===== config.mk =====
export PLATFORM = sky130hd
export DESIGN_NAME = glitch_sequencer
export DESIGN_NICKNAME = d
export VERILOG_FILES = /design/src/rtl/glitch_sequencer.sv
export SDC_FILE = /design/constraint.sdc
export NUM_CORES = 1
export LEC_CHECK = 0
export BUFFER_PORTS_ARGS = -buffer_cell sky130_fd_sc_hd__buf_2
export CAP_MARGIN = 30
export CORE_UTILIZATION = 45
export DETAILED_ROUTE_END_ITERATION = 8
export PLACE_DENSITY = 0.62
export SLEW_MARGIN = 20
export SYNTH_ARGS = -nofsm -noshare
export SYNTH_HDL_FRONTEND = slang
export SYNTH_SLANG_ARGS = --single-unit

===== constraint.sdc =====
create_clock -name clk -period 6.16 [get_ports clk]
set_clock_uncertainty 0.05 [all_clocks]
set_input_delay 0.924 -clock clk [delete_from_list [all_inputs] [get_ports clk]]
set_output_delay 0.924 -clock clk [all_outputs]
set_load 0.05 [all_outputs]

===== src/rtl/glitch_sequencer.sv =====
// -----------------------------------------------------------------------------
// glitch_sequencer
//
// Drives the glitch pin from parameters that uart_handler has programmed:
// delay, pulse width, pulse count and inter-pulse spacing.
//
// Operation:
//   arm      A one-cycle arm strobe snapshots the parameters into shadow
//            registers. The sequencer then waits for a trigger.
//   fire     After a rising edge on the asynchronous trigger pin, the
//            sequencer waits the programmed delay. It then emits the pulse
//            train.
//   control  abort_i cancels the sequence at any point.
//
// Optional feature:
//   GLITCH_TRIG_TIMEOUT_EN   When this macro is defined, the sequencer gives
//                            up waiting for a trigger after TIMEOUT_CYCLES
//                            armed cycles. It then pulses timeout_o.
//
// Parameters:
//   TRIG_SYNC_STAGES  trigger synchronizer depth (>= 2)
//   TIMEOUT_CYCLES    armed timeout in clk cycles (macro build only)
//
// Ports:
//   clk              system clock
//   rst              synchronous reset, active-high
//   delay_i [15:0]   cycles from trigger edge to first pulse
//   width_i [7:0]    pulse high time, cycles
//   num_pulses_i[7:0] pulses per trigger
//   pulse_spacing_i[15:0] low time between pulses, cycles (0 acts as 1)
//   arm_i            one-cycle arm strobe; only accepted in IDLE
//   abort_i          level; returns to IDLE on the next cycle
//   trigger_i        external trigger, asynchronous to clk
//   glitch_o         glitch pulse output (state == PULSE)
//   busy_o           state != IDLE
//   armed_o          state == ARMED
//   done_o           one-cycle strobe, sequence completed
//   timeout_o        one-cycle strobe, armed wait timed out
//   state_dbg [2:0]  current FSM state encoding, for debug/checkers
//
// Handshake: arm_i is a strobe with implicit ready = (state == IDLE). A strobe
// that arrives outside IDLE is dropped, and the shadow registers keep their
// values.
// -----------------------------------------------------------------------------
module glitch_sequencer #(
    parameter int TRIG_SYNC_STAGES = 2,
    parameter int TIMEOUT_CYCLES   = 50_000_000
) (
    input  logic        clk,
    input  logic        rst,
    input  logic [15:0] delay_i,
    input  logic [7:0]  width_i,
    input  logic [7:0]  num_pulses_i,
    input  logic [15:0] pulse_spacing_i,
    input  logic        arm_i,
    input  logic        abort_i,
    input  logic        trigger_i,
    output logic        glitch_o,
    output logic        busy_o,
    output logic        armed_o,
    output logic        done_o,
    output logic        timeout_o,
    output logic [2:0]  state_dbg
);

    typedef enum logic [2:0] {
        S_IDLE  = 3'd0,
        S_ARMED = 3'd1,
        S_DELAY = 3'd2,
        S_PULSE = 3'd3,
        S_SPACE = 3'd4,
        S_DONE  = 3'd5
    } state_t;

    state_t state;

    // Shadow copies of the programmed parameters, taken at arm.
    logic [15:0] delay_q;
    logic [7:0]  width_q;
    logic [7:0]  num_q;
    logic [15:0] spacing_q;

    // cnt is shared by the DELAY and SPACE phases. They never overlap.
    logic [15:0] cnt;
    logic [7:0]  wcnt;
    logic [7:0]  pulses_left;

    // The synchronizer chain and the edge register reset high. This way a
    // trigger pin that is already high when reset releases does not read as
    // a rising edge.
    logic [TRIG_SYNC_STAGES-1:0] trig_sync;
    logic                        trig_prev;
    logic                        trig_rise;

    always_ff @(posedge clk) begin
        if (rst) begin
            trig_sync <= '1;
            trig_prev <= 1'b1;
        end else begin
            trig_sync <= {trig_sync[TRIG_SYNC_STAGES-2:0], trigger_i};
            trig_prev <= trig_sync[TRIG_SYNC_STAGES-1];
        end
    end

    assign trig_rise = trig_sync[TRIG_SYNC_STAGES-1] & ~trig_prev;

`ifdef GLITCH_TRIG_TIMEOUT_EN
    localparam int TW = $clog2(TIMEOUT_CYCLES + 1);
    logic [TW-1:0] tcnt;
    logic          timeout_q;
`endif

    always_ff @(posedge clk) begin
        if (rst) begin
            state       <= S_IDLE;
            delay_q     <= '0;
            width_q     <= '0;
            num_q       <= '0;
            spacing_q   <= '0;
            cnt         <= '0;
            wcnt        <= '0;
            pulses_left <= '0;
`ifdef GLITCH_TRIG_TIMEOUT_EN
            tcnt        <= '0;
            timeout_q   <= 1'b0;
`endif
        end else if (abort_i) begin
            // Abort also outranks an arm strobe that arrives in the same cycle.
            state <= S_IDLE;
`ifdef GLITCH_TRIG_TIMEOUT_EN
            timeout_q <= 1'b0;
`endif
        end else begin
`ifdef GLITCH_TRIG_TIMEOUT_EN
            timeout_q <= 1'b0;
`endif
            case (state)
                S_IDLE: begin
                    if (arm_i) begin
                        delay_q   <= delay_i;
                        width_q   <= width_i;
                        num_q     <= num_pulses_i;
                        spacing_q <= pulse_spacing_i;
`ifdef GLITCH_TRIG_TIMEOUT_EN
                        tcnt      <= '0;
`endif
                        // A request with no pulses completes at once and
                        // never arms.
                        if (width_i == 8'd0 || num_pulses_i == 8'd0)
                            state <= S_DONE;
                        else
                            state <= S_ARMED;
                    end
                end
                S_ARMED: begin
                    // A trigger edge wins over a timeout that expires in
                    // the same cycle.
                    if (trig_rise) begin
                        pulses_left <= num_q;
                        wcnt        <= width_q - 8'd1;
                        if (delay_q == 16'd0) begin
                            state <= S_PULSE;
                        end else begin
                            cnt   <= delay_q - 16'd1;
                            state <= S_DELAY;
                        end
                    end
`ifdef GLITCH_TRIG_TIMEOUT_EN
                    else if (tcnt == TW'(TIMEOUT_CYCLES - 1)) begin
                        state     <= S_IDLE;
                        timeout_q <= 1'b1;
                    end else begin
                        tcnt <= tcnt + TW'(1);
                    end
`endif
                end
                S_DELAY: begin
                    if (cnt == 16'd0) state <= S_PULSE;
                    else              cnt   <= cnt - 16'd1;
                end
                S_PULSE: begin
                    if (wcnt == 8'd0) begin
                        pulses_left <= pulses_left - 8'd1;
                        if (pulses_left == 8'd1) begin
                            state <= S_DONE;
                        end else begin
                            // A spacing of 0 is stretched to 1 cycle so
                            // that consecutive pulses stay distinct.
                            cnt   <= (spacing_q == 16'd0) ? 16'd0 : spacing_q - 16'd1;
                            state <= S_SPACE;
                        end
                    end else begin
                        wcnt <= wcnt - 8'd1;
                    end
                end
                S_SPACE: begin
                    if (cnt == 16'd0) begin
                        wcnt  <= width_q - 8'd1;
                        state <= S_PULSE;
                    end else begin
                        cnt <= cnt - 16'd1;
                    end
                end
                S_DONE:  state <= S_IDLE;
                default: state <= S_IDLE;
            endcase
        end
    end

    // All outputs are decoded from registers. No input reaches an output
    // combinationally.
    assign glitch_o  = (state == S_PULSE);
    assign busy_o    = (state != S_IDLE);
    assign armed_o   = (state == S_ARMED);
    assign done_o    = (state == S_DONE);
    assign state_dbg = state;
`ifdef GLITCH_TRIG_TIMEOUT_EN
    assign timeout_o = timeout_q;
`else
    assign timeout_o = 1'b0;
`endif

endmodule

==> summary.md <==
| Metric | Value |
|---|---|
| Run status | finished, final reports clean |
| Post-Syn Area per Cell | around 7.5 um2 |
| Filler cell count | roughly 1000 |
| Post-Synthesis Cells | 640 |
| Top Metal Used | met4 |
| Die Wd | approximately 110 um |
| Top cells by count, synth | 138 x nand2_1, 86 x dfxtp_1, 75 x a21oi_1 |
| Yosys cell types | 65 |
| P_leak | just over 2 nW |
| Met2 wire length | roughly 5500 um |
| CTS Sinks | 86 |
| Layout net count | 733 |
| Die area | 0.01107 mm2 |
| CTS Root Cell | clkbuf_8 |
| Met3 wire length | between 700 and 800 um |
| Via count | 4680 |
| Power Density | about 240 mW/mm2 |
| Switching portion of total power | between 20% and 30% |
| WL met1 | 6077 um |
| Via density | 5.764 |
| Tmin final | about 4.0 ns |
| Setup CP Type | reg2reg |
| Final non-filler cell area | around 0.0053 mm2 |
| Tcrit/Tclk final | 64.74% |
| Initial antenna violation count | 0 |
| Startpoint types | register |
| Vias in the first global route | approximately 4200 |
| Area leader, netlist | dfxtp_1 |
| Worst Setup End Kind | register |
| Cell Area, Synth | between 0.004 and 0.005 mm2 |
| Area grow syn2layout | 11.20% |
| CTS tree | done |
| Slew Limit Fails | 0 |
| First-pass GRT wire length | 20580 um |
| Syn_nets | around 700 |
| # DRC | 0 |
| Hold_buf cts | 0 |
| Internal | around 0.9 mW |
| Worst vdd ir | roughly 0.11 mV |
| Switching power | 0.3789 mW |
| # rows | 37 |
| Routed len/inst | approximately 15 um |
| Crit path DAT | between 4 and 5 ns |
| Largest net degree at the start of global routing | 72 |
| Asr flop ratio synth | 0% |
| H-tree Lvls | 3 |
| Port Buffers | roughly 60 |
| CP max FO | 17 |
| Worst EP required | between 6 and 7 ns |
| Most frequent CP cell | mux2i_1 |
| RSZ-0062 raised after global routing | no |
| Initial Util | 46.42% |
| Post-route setup TNS | 0 ns |
| Clock transition at path regs | approximately 0.090 ns |
| Final Util | between 50% and 60% |
| Hold Crit Class | reg2reg |
| Die Y | 105.2 um |
| Combinational share of power | between 20% and 30% |
| ANT cells | 0 |
| Slowest-stage cell, CP | nor2_2 |
| Core area | 0.01032 mm2 |
| Post-synth EDFFs | 0 |
| GRT Total Usage | 22.99% |
| DRT Pass-1 Iters | 5 |
| Cts repair resizes | 0 |
| CTS buffer count | 9 |
| Area after DPL | 0.005130 mm2 |
| Setup Viol. Count Final | 0 |
| Synth Flop Type | dfxtp_1 |
| Synth top area share | a little over a third |
| Worst-path cell chain | xnor2_1 -> nor2_2 -> mux2i_1 -> ha_1 -> nor4bb_1 -> mux2i_1 -> or4_1 -> a32oi_1 -> a21oi_1 |
| Final wirelength | 12410 um |
| DR iter-0 viols | around 290 |
| Synth top area cells | dfxtp_1 36%, nand2_1 11%, a21oi_1 7.8%, nor2_1 3.4%, xnor2_1 3.3% |
| GPL Wtd Cong | roughly 0.91 |
| Seq/Total Area, Yosys | a little over a third |
| Synthesis warning total | 0 |
| Clk pwr share | between 30% and 40% |
| Endpoints failing hold | 0 |
| Most frequent cell after synthesis | nand2_1 |
| # Post-CTS Setup Buffers | 0 |
| Setup ws final | 2.172 ns |
| ANT nets after route | 0 |
| I/O Pins | 61 |
| CP max stage delay | a little over 0.7 ns |
| Clock Path Buffers | 2 |
| Max-cap viol count | 0 |
| Worst-margin pin slew | about 0.98 ns |
| Pre-CTS WS | roughly 2.4 ns |
| Fmax | roughly 250 MHz |
| Max transition margin | between 30 and 40% |
| Register bit total from synthesis | between 80 and 90 |
| Clk Latency, worst-skew pair | between 0.3 and 0.4 ns |
| Flop pwr share | a little under half |
| DP Wirelength | 8515 um |
| Share of layout cells above drive strength 1 | a little over an eighth |
| Global route total overflow | 0 |
cell families (layout without fill, tap and decap cells):
logic type / after synthesis / count (layout) / synth area share [%]
AOI/OAI and AO/OA: 171 / 171 / 22.25
buffers and inverters: 51 / 87 / 4.178
muxes: 15 / 15 / 3.185
other: 1 / 1 / 0.07825
xor gates and xnor gates: 31 / 31 / 5.823
DFF: 86 / 86 / 35.93
and+or+nand+nor: 279 / 279 / 27.00
adders and majority gates: 6 / 6 / 1.567
stage by stage:
step	hold slack, ns	std cells	power [mW]
2_1_floorplan	0.3395	640	0.8140
3_3_place_gp	0.3486	799	0.8772
3_5_place_dp	0.3546	799	0.8809
4_1_cts	0.3823	812	1.297
5_1_grt	0.4033	812	1.358
6_report	0.3885	812	1.292
layout by cell type, fill, tap and decap left out, types with 7 or more instances in the layout:
cell / n
nand2_1: 138
dfxtp_1: 86
a21oi_1: 75
buf_2: 59
nor2_1: 43
o21ai_0: 29
nor3_1: 19
xnor2_1: 18
nor4_1: 18
nand3_1: 14
mux2i_1: 13
xor2_1: 12
inv_1: 11
clkbuf_8: 9
a22oi_1: 8
or4_1: 7
o31ai_1: 7
power groups by stage:
stage	registers [mW]	clock network (mW)	logic [mW]
4_1_cts	0.609	0.428	0.260
6_report	0.610	0.420	0.262
3_5_place_dp	0.622	0	0.259
5_1_grt	0.614	0.452	0.291
2_1_floorplan	0.613	0	0.201
3_3_place_gp	0.621	0	0.256
flip-flops by register name, summed over array words and instances, names as in the netlist:
register     cells
cnt             16
delay_q         16
spacing_q       16
num_q            8
pulses_left      8
wcnt             8
width_q          8
state_dbg        3
trig_sync        2
trig_prev        1
worst max-delay path: cells and delay by family (launching register included):
kind                     cells  cell delay (ns)
AND/OR/NAND/NOR              3             1.65
AO/OA/AOI/OAI                2             0.29
multiplexers                 2             0.64
XOR/XNOR                     1             0.25
flip-flops                   1             0.68
adder cells (fa/ha/maj)      1             0.30
cell type report:
type / instances / area, um2 / area share (%)
multi-input cells: 503 / 2872 / 53.89
clock buffers: 9 / 123.9 / 2.324
inverters: 11 / 41.29 / 0.7748
flip-flops and latches: 86 / 1722 / 32.31
clock inverters: 4 / 75.07 / 1.409
well taps: 136 / 170.2 / 3.193
repair buffers: 63 / 325.3 / 6.105
worst paths after layout:
kind / from / to / slack (ns) / depth (start not counted)
min: trig_sync[0]$_SDFF_PP1_ / trig_sync[1]$_SDFF_PP1_ / 0.39 / 1
max reg2reg: state_dbg[1]$_SDFFE_PP0P_ / cnt[12]$_SDFFE_PP0P_ / 2.17 / 9
max: state_dbg[1]$_SDFFE_PP0P_ / cnt[12]$_SDFFE_PP0P_ / 2.17 / 9
min reg2reg: trig_sync[0]$_SDFF_PP1_ / trig_sync[1]$_SDFF_PP1_ / 0.39 / 1
layer usage:
| metal | track usage, % | vias to the layer above |
|---|---|---|
| li1 | - | 2358 |
| met1 | 32.01 | 2165 |
| met2 | 36.04 | 145 |
| met3 | 3.930 | 12 |
| met4 | 7.143 | 0 |
| met5 | 0 | - |
(Power assumes the default switching activity.)
